`config.mk`:
```
export PLATFORM = sky130hd
export DESIGN_NAME = fp16_pair_packer
export DESIGN_NICKNAME = d
export VERILOG_FILES = /design/src/rtl/fp16_pair_packer.sv
export SDC_FILE = /design/constraint.sdc
export NUM_CORES = 1
export LEC_CHECK = 0
export CORE_AREA = 4 4 81 83
export CTS_BUF_LIST = sky130_fd_sc_hd__clkbuf_2
export CTS_CLUSTER_DIAMETER = 30
export DETAILED_ROUTE_END_ITERATION = 6
export DIE_AREA = 0 0 85 87
export PLACE_DENSITY = 0.8
export SYNTH_ARGS = -nofsm -noshare
export SYNTH_HDL_FRONTEND = slang
export SYNTH_SLANG_ARGS = --single-unit
```
`constraint.sdc`:
```
create_clock -name clk -period 2.1 [get_ports clk]
set_input_delay 0.42 -clock clk [delete_from_list [all_inputs] [get_ports clk]]
set_output_delay 0.42 -clock clk [all_outputs]
set_load 0.03 [all_outputs]
```
`src/rtl/fp16_pair_packer.sv`:
```
// Packs a stream of fp16 halves into 32-bit words, two halves per word, lower lane first.
// A packet ending on an odd half emits a final word with only the lower lane enabled.
module fp16_pair_packer #(
  parameter int CANON_NAN = 0,
  parameter int CNT_W     = 16
) (
  input  logic             clk,
  input  logic             rst,
  input  logic             in_valid,
  input  logic [15:0]      in_data,
  input  logic             in_last,
  output logic             in_ready,
  output logic             out_valid,
  output logic [31:0]      out_data,
  output logic [1:0]       out_keep,
  output logic             out_last,
  input  logic             out_ready,
  output logic [CNT_W-1:0] word_count,
  output logic             nan_seen
);

  localparam int DATA_W = 16;
  localparam logic [DATA_W-1:0] QNAN = 16'h7E00;

  typedef enum logic {
    ST_LO = 1'b0,
    ST_HI = 1'b1
  } state_t;

  function automatic logic is_nan(input logic [DATA_W-1:0] h);
    return (h[14:10] == 5'h1F) && (h[9:0] != 10'h000);
  endfunction

  function automatic logic [DATA_W-1:0] canon_half(input logic [DATA_W-1:0] h);
    if ((CANON_NAN != 0) && is_nan(h)) return QNAN;
    return h;
  endfunction

  state_t                r_state;
  state_t                w_state_nxt;
  logic [DATA_W-1:0]     r_hold_p0;
  logic [2*DATA_W-1:0]   r_data_p1;
  logic [1:0]            r_keep_p1;
  logic                  r_last_p1;
  logic                  r_vld_p1;
  logic [CNT_W-1:0]      r_word_cnt;
  logic                  r_nan_seen;

  logic                  w_in_xfer;
  logic                  w_out_xfer;
  logic                  w_is_nan;
  logic [DATA_W-1:0]     w_half;
  logic                  w_hold_en;
  logic                  w_load;
  logic [2*DATA_W-1:0]   w_ld_data;
  logic [1:0]            w_ld_keep;
  logic                  w_ld_last;

  // Ready only looks at the output register, so a stalled word blocks new halves
  // and a draining word lets one in on the same edge.
  assign in_ready   = !r_vld_p1 || out_ready;
  assign w_in_xfer  = in_valid && in_ready;
  assign w_out_xfer = r_vld_p1 && out_ready;
  assign w_is_nan   = is_nan(in_data);
  assign w_half     = canon_half(in_data);

  always_comb begin
    w_state_nxt = r_state;
    w_hold_en   = 1'b0;
    w_load      = 1'b0;
    w_ld_data   = '0;
    w_ld_keep   = 2'b00;
    w_ld_last   = 1'b0;
    if (w_in_xfer) begin
      case (r_state)
        ST_LO: begin
          if (in_last) begin
            w_load    = 1'b1;
            w_ld_data = {16'h0000, w_half};
            w_ld_keep = 2'b01;
            w_ld_last = 1'b1;
          end else begin
            w_hold_en   = 1'b1;
            w_state_nxt = ST_HI;
          end
        end
        ST_HI: begin
          w_load      = 1'b1;
          w_ld_data   = {w_half, r_hold_p0};
          w_ld_keep   = 2'b11;
          w_ld_last   = in_last;
          w_state_nxt = ST_LO;
        end
        default: w_state_nxt = ST_LO;
      endcase
    end
  end

  // p0: lower-half hold; p1: output word register
  always_ff @(posedge clk) begin
    if (rst) begin
      r_state    <= ST_LO;
      r_hold_p0  <= '0;
      r_data_p1  <= '0;
      r_keep_p1  <= 2'b00;
      r_last_p1  <= 1'b0;
      r_vld_p1   <= 1'b0;
      r_word_cnt <= '0;
      r_nan_seen <= 1'b0;
    end else begin
      r_state <= w_state_nxt;
      if (w_hold_en) r_hold_p0 <= w_half;
      if (w_load) begin
        r_data_p1 <= w_ld_data;
        r_keep_p1 <= w_ld_keep;
        r_last_p1 <= w_ld_last;
        r_vld_p1  <= 1'b1;
      end else if (w_out_xfer) begin
        r_vld_p1 <= 1'b0;
      end
      if (w_out_xfer) r_word_cnt <= r_word_cnt + CNT_W'(1);
      if (w_in_xfer && w_is_nan) r_nan_seen <= 1'b1;
    end
  end

  assign out_valid  = r_vld_p1;
  assign out_data   = r_data_p1;
  assign out_keep   = r_keep_p1;
  assign out_last   = r_last_p1;
  assign word_count = r_word_cnt;
  assign nan_seen   = r_nan_seen;

endmodule

```
Word level (Yosys, flattened, before mapping)
Index checks and enable logic that the tools add are counted. W data, S select, Z words.

Flip-flop bits (word level): 70. Input bits: 21.

$add $sub $neg: 1. Eq/ne operators: 1. Muxes and demuxes: 17. Bitwise logic cells: 1. Reductions and logical operators: 8.

Operators by type and width (number): $pmux W32 S2 (1); $mux W32 (1); $add A16 B1 Y16 const B (1); $mux W16 (1); $reduce_bool A10 Y1 (1); $mux W1 (9); $pmux W1 S2 (3); $eq A5 B5 Y1 const B (1); $logic_and A1 B1 Y1 (4); $pmux W2 S2 (1); $mux W2 (1); $reduce_bool A2 Y1 (1); $logic_not A1 Y1 (1); $logic_or A1 B1 Y1 (1); $not A1 Y1 (1).

Depth between registers and ports, before layout
Gate-level depths: netlist of the first run.

Depth in word-level cells: 5. Depth in mapped cells: 7.

Least setup slack after synthesis of the first run
Ideal clock, no wire load.

Kind: reg2reg. Start: register r_vld_p1 (netlist: out_valid). End: register r_data_p1[16] (netlist: out_data[16]). Setup time: 0.128 ns. Data arrival time: 1.710 ns. Required time: 1.972 ns. Slack: 0.263 ns. Stages on the path, launching flop included: 8. Path buffers: 2. Clock period less this slack: 1.837 ns. Cells stage by stage: dfxtp_1 > nor2b_2 > inv_2 > and3_1 > buf_2 > buf_6 > a22oi_1 > nor2_1.

Longest elaborated chain between the ends: 4. Elaborated cells on any way between the ends: 5. Classes of those cells: 2 x mux; 3 x reduce/logical.

RTL lines: start: declaration (RTL line 45) `logic r_vld_p1;`; start signal: assignment (RTL line 107) `r_vld_p1 <= 1'b0;`; start signal: assignment (RTL line 117) `r_vld_p1 <= 1'b1;`; start signal: assignment (RTL line 119) `r_vld_p1 <= 1'b0;`; $logic_not A1 Y1 (*) (RTL line 61) `assign in_ready = !r_vld_p1 || out_ready;`; $logic_or A1 B1 Y1 (*) (RTL line 61); named net in_ready (RTL line 12) `output logic in_ready,`; $logic_and A1 B1 Y1 (*) (RTL line 62) `assign w_in_xfer = in_valid && in_ready;`; $mux W32 or $mux W1 (tied branches) (RTL line 74) `if (w_in_xfer) begin`; end signal: assignment (RTL line 114) `r_data_p1 <= w_ld_data;`; end: declaration (RTL line 42) `logic [2*DATA_W-1:0] r_data_p1;`.

Mark *: on every way through the listed nets, which the timed path passes. The rest lies on a longest branch. A chain may end at the register's enable or synchronous reset.

Worst setup path in the final report of the first run
Start: register r_word_cnt[12] (netlist: word_count[12]). End: output port word_count[12].

RTL lines: start: declaration (RTL line 46) `logic [CNT_W-1:0] r_word_cnt;`; start signal: assignment (RTL line 121) `if (w_out_xfer) r_word_cnt <= r_word_cnt + CNT_W'(1);`; end: declaration (RTL line 18) `output logic [CNT_W-1:0] word_count,`.

No word-level cell between the ends.

==> metrics.cfg, run 1 <==
[sta]
rsz0062_at_grt = false
finalMaxSlewViolations = 0
hold_viol_final = 0
fmax_ghz = 0.500
finalSetupViolations = 0
tns_ns = 0
slew_headroom = 0.589
worstMarginPinSlew_ns = 0.616
finalCriticalPeriod_ns = 2.00
finalCritPeriodShare = 0.952
finClkSkew_ns = 0.0163

[logic_synthesis]
synth_cells = 326
synth-adder-area-share = 0.00440
synth_sequential_area_ratio = 0.493
synth_compound_area_frac = 0.114
synth_seq_cells = 70
synth-xor-area-share = 0.0370
yosysWarnings = 0
synth_top_family_by_area = simple AND/OR/NAND/NOR gates
synthDistinctLibCells = 36
synth.net_count = 348
avgSynthCellArea_sq_um = 8.72
synthMuxAreaShare = 0.0563
synth-simple-area-share = 0.250
synth.cell_area_sq_um = 2840

[clocking]
htreeDepth = 3
root_buffer = clkbuf_2
post_cts_buffers = 0
worstSkewPairLatency_ns = 0.48
path_clk_slew_ns = 0.17
cts_made_buffers = 9
cts_tree = built
clock_sinks = 70
cts_buffer_depth = 2

[setup_path]
slowest_delay_ns = 0.69
cp_num_buf_inv = 1
arrival_ns = 1.58
path_class = flop to output port
cp_slowest_cell = clkdlybuf4s50_1
critical_path.top_delay_family = buffers and inverters
worstPathCellList = clkdlybuf4s50_1
r2r_setup_slack_ns = 0.40
cp_max_fo = 3
crit_required_ns = 1.68
end_kind = output port
startpoint_type = flop

[drt]
topRoutingLayerUsed = met4
wl_met1_um = 2980
vias = 2512
drc = 0
routed-wl-met2_um = 3190
wl_met3_um = 471
wl_um = 6810
via_per_inst = 5.23
wire_per_inst_um = 14.2
firstDrtPassIters = 5
drt_iter0_drc = 118
ant_nets = 0

[finish]
final_common_cell = nor2_1
layout.cells.most_common_list = 82 x nor2_1, 70 x dfxtp_1, 58 x clkdlybuf4s50_1, 24 x nand2_1, 20 x nor3_1
stdcell_count = 480
layout.nets = 424
drive_gt1_frac = 0.0914
design_area_sq_um = 3770
area_growth_pct = 32.7
antenna_cells = 0

[floorplanning]
fp.dieW_um = 85
core-area_sq_um = 5850
die_area_sq_um = 7400
floorplan.initialDensity = 0.486
rows = 28
die_h_um = 87
io_pins = 75

[placement]
placed_cells = 466
hpwlAfterDp_um = 4920
place.gp.congestion = 0.853
port_buffers = 74
placed_cell_area_sq_um = 3690

[status]
status = finished clean

[global_routing]
antenna_found_initial = 0
grt_pass1_vias = 2295
grt_pass1_wl_um = 11000
grt_max_degree = 71
grt_usage = 0.189
grt-ovfl-total = 0

[power]
p_leak_nw = 1.63
vdd_ir_drop_max_mv = 0.328
power.density_nw_per_um2 = 637

[min_path]
min_path_type = primary input to flop

[job]
cap_viol_max_count = 0

kinds of logic (layout without fill, tap and decap cells):
family                   Yosys count  in the layout
adder cells (fa/ha/maj)            1              1
buffers and inverters             25            104
AND/OR/NAND/NOR                  157            157
XOR/XNOR                          12             12
AO/OA/AOI/OAI                     45             45
multiplexers                      16             16
flip-flops                        70             70
state kept, by name, indices dropped and copies added, names as in the netlist:
register    count
out_data       32
word_count     16
out_last        1
r_hold_p0      16
r_state         1
nan_seen        1
out_keep        2
out_valid       1
power by group:
| part | switching [mW] | leakage, nW | total (mW) | internal, mW |
|---|---|---|---|---|
| Sequential | 0.0314 | 0.570 | 1.41 | 1.38 |
| Clock | 0.429 | 0.0501 | 0.564 | 0.135 |
| Combinational | 0.239 | 1.01 | 0.424 | 0.184 |
stage by stage:
stage          worst slack (ns)   util  hold slack, ns  total power [mW]
3_5_place_dp             0.0176  0.631           0.458              1.87
5_1_grt                 0.00428  0.645           0.374              2.52
2_1_floorplan             0.263      -           0.464              1.69
3_3_place_gp             0.0473  0.631           0.453              1.86
6_report                 0.0999  0.645           0.393              2.40
4_1_cts                 0.00759  0.641           0.360              2.42
layout make-up:
type | instances | area (sq um)
Clock buffer | 10 | 50.0
Multi-Input combinational cell | 231 | 1310
Inverter | 2 | 7.51
Timing Repair Buffer | 88 | 888
Sequential cell | 70 | 1400
Clock inverter | 4 | 16.3
Tap cell | 75 | 93.8
Fill cell | 496 | 2080
path summary, 6_finish.rpt:
| check | start | to | cells past startpoint |
|---|---|---|---|
| worst max-delay path | word_count[12] | word_count[12] | 1 |
| worst min-delay path | rst | r_hold_p0[4] | 3 |
| worst max register to register | word_count[3] | word_count[15] | 4 |
| worst min register to register | nan_seen | nan_seen | 2 |
cells in the mapped netlist:
cell type  instances  share of area
nand3_1            7          0.012
dfxtp_1           70           0.49
nor3_2             1         0.0035
inv_2              1         0.0013
nand2_1           24          0.032
nand2b_1           1         0.0022
a21oi_1            8          0.014
nor3_1            20          0.035
o31ai_1            1         0.0026
xor2_1             7          0.022
buf_6              3          0.012
inv_1              1         0.0013
buf_2              6          0.011
nand4_1            6          0.013
a211oi_1          13          0.034
or3_1              3         0.0066
clkbuf_1          12          0.016
nor2b_2            1         0.0031
buf_1              1         0.0013
and4_1             2         0.0062
and3_1             1         0.0022
nor4_1             4         0.0088
or4_1              1         0.0026
and4_2             1         0.0035
ha_1               1         0.0044
o21ai_0            3         0.0053
nand4_2            1         0.0044
mux2i_1           16          0.056
nand3_2            1         0.0035
a22oi_1           16          0.042
or2_4              1         0.0031
nor2_1            82           0.11
a211oi_2           3          0.013
buf_4              1         0.0026
a31oi_1            1         0.0022
xnor2_1            5          0.015
metal layers:
layer,global-route usage,up-vias
li1,-,1280
met4,0.101,0
met1,0.231,1148
met2,0.297,71
met5,0,-
met3,0.0577,13
what timing repair did:
| action | in CTS | in global routing |
|---|---|---|
| cloned | 0 | 0 |
| resized for setup | 6 | 8 |
| endpoints found under the setup margin | 6 | 8 |
| hold buffers | 0 | 0 |
No activity file was read; power rests on OpenSTA's default activity.
==> run 2: changes to the inputs <==
--- a/config.mk
+++ b/config.mk
@@ -5,6 +5,7 @@
 export SDC_FILE = /design/constraint.sdc
 export NUM_CORES = 1
 export LEC_CHECK = 0
+export ABC_CLOCK_PERIOD_IN_PS = 2100
 export CORE_AREA = 4 4 81 83
 export CTS_BUF_LIST = sky130_fd_sc_hd__clkbuf_2
 export CTS_CLUSTER_DIAMETER = 30
==> results of run 2 <==
Final layout, timing and power as in run 1 (identical DEF).
==> run 3: changes to the inputs <==
--- a/config.mk
+++ b/config.mk
@@ -6,12 +6,13 @@
 export NUM_CORES = 1
 export LEC_CHECK = 0
 export ABC_CLOCK_PERIOD_IN_PS = 2100
-export CORE_AREA = 4 4 81 83
+export CORE_AREA = 4 4 72 74
 export CTS_BUF_LIST = sky130_fd_sc_hd__clkbuf_2
 export CTS_CLUSTER_DIAMETER = 30
 export DETAILED_ROUTE_END_ITERATION = 6
-export DIE_AREA = 0 0 85 87
-export PLACE_DENSITY = 0.8
+export DIE_AREA = 0 0 76 78
+export DONT_BUFFER_PORTS = 1
+export PLACE_DENSITY = 0.78
 export SYNTH_ARGS = -nofsm -noshare
 export SYNTH_HDL_FRONTEND = slang
 export SYNTH_SLANG_ARGS = --single-unit
==> metrics.cfg, run 3 (same netlist as run 1, synthesis figures left out) <==
[sta]
finalCritPeriodShare = 0.856
finalMaxSlewViolations = 0
fmax_ghz = 0.556
worst_slack_ns = 0.303
worstMarginPinSlew_ns = 0.710
finalSetupViolations = 0
tns_ns = 0
finalCriticalPeriod_ns = 1.80
slew_headroom = 0.527
hold_viol_final = 0
finClkSkew_ns = 0.0300
whs_ns = 0.0312
rsz0062_at_grt = false

[floorplanning]
die_h_um = 78
floorplan.initialDensity = 0.618
rows = 25
core-area_sq_um = 4600
fp.dieW_um = 76
io_pins = 75
die_area_sq_um = 5930

[setup_path]
cp_max_fo = 5
crit_required_ns = 1.68
end_kind = output port
path_class = flop to output port
arrival_ns = 1.38
startpoint_type = flop
r2r_setup_slack_ns = 0.35

[clocking]
root_buffer = clkbuf_2
worstSkewPairLatency_ns = 0.52
path_clk_slew_ns = 0.20
cts_buffer_depth = 2
cts_made_buffers = 9
htreeDepth = 3
post_cts_buffers = 0
clock_sinks = 70
cts_tree = built

[job]
cap_viol_max_count = 0

[power]
p_leak_nw = 1.27
p_sw_frac = 0.256
power.density_nw_per_um2 = 860
total_power_mw = 2.69
p_int_mw = 2.00
combPwrFrac = 0.080
power_frac_clock = 0.367
p_sw_mw = 0.688
vdd_ir_drop_max_mv = 0.469
p_seq_frac = 0.553

[drt]
wire_per_inst_um = 15.7
via_per_inst = 5.73
drt_iter0_drc = 204
ant_nets = 0
firstDrtPassIters = 4
wl_um = 6200
vias = 2259
drc = 0

[global_routing]
grt_usage = 0.224
grt_pass1_vias = 2132
grt-ovfl-total = 0
grt_max_degree = 71
grt_pass1_wl_um = 10600
antenna_found_initial = 0

[finish]
n_fill_cell = 376
final_common_cell = nor2_1
stdcell_count = 394
layout.cells.most_common_list = 82 x nor2_1, 70 x dfxtp_1, 24 x nand2_1, 20 x nor3_1, 20 x buf_4
antenna_cells = 0
seqCellArea_sq_um = 1400
drive_gt1_frac = 0.138
layout.nets = 357
area_growth_pct = 9.86
design_area_sq_um = 3120
final_util = 0.679
multi_input_area_sq_um = 1310
largest_reg_flops = 32

[placement]
hpwlAfterDp_um = 4260
place.gp.congestion = 0.768
placed_cell_area_sq_um = 2940
placed_cells = 377
place_ws_ns = 0.368
port_buffers = 0

[status]
status = finished clean

[min_path]
min_path_type = primary input to flop

[run 3: cell count changes in the layout (fill, tap and decap cells not counted), sizes merged]
cell           change
buf                +5
bufinv             +3
clkbuf             +2
clkdlybuf4s50     -58
clkinv             -3
dlygate4sd2        -6
dlymetal6s2s       -8
[run 3: worst max-delay path: stages, from the launching register on]
cell and delay (ns):
dfxtp_1 0.37, nor2b_2 0.25, inv_2 0.09, buf_4 0.18
[run 3: routing by layer]
| layer | part of all wire | track usage | vias to the layer above |
|---|---|---|---|
| met5 | 0 | 0 | - |
| met4 | 0.016 | 0.103 | 0 |
| met3 | 0.090 | 0.0905 | 11 |
| met2 | 0.45 | 0.322 | 75 |
| met1 | 0.45 | 0.292 | 1023 |
| li1 | - | - | 1150 |
[run 3: cell type report]
type	instances	area share
flip-flops and latches	70	0.449
repair buffers	21	0.0569
well taps	54	0.0216
inverters	2	0.00240
multi-input cells	231	0.421
clock inverters	4	0.0304
clock buffers	12	0.0192
[run 3: timing repair]
item                                    CTS  global route
endpoints found under the setup margin    0             0
gates resized for setup                   0             0
hold buffers                              1             0
endpoints found under the hold margin    70             0
[run 3: power groups by stage]
stage                     clock network [mW]  logic [mW]  registers, mW
after global placement                     0       0.187           1.51
after global routing                    1.06       0.246           1.49
after detailed placement                   0       0.191           1.51
after CTS                              0.995       0.217           1.49
after floorplan                            0       0.180           1.51
final                                  0.986       0.216           1.48
[run 3: path summary, 6_finish.rpt]
check	start	cells past startpoint	end
max	out_valid	3	in_ready
min	in_data[14]	2	r_hold_p0[14]
max reg2reg	r_state	4	out_last
min reg2reg	r_hold_p0[3]	2	r_hold_p0[3]
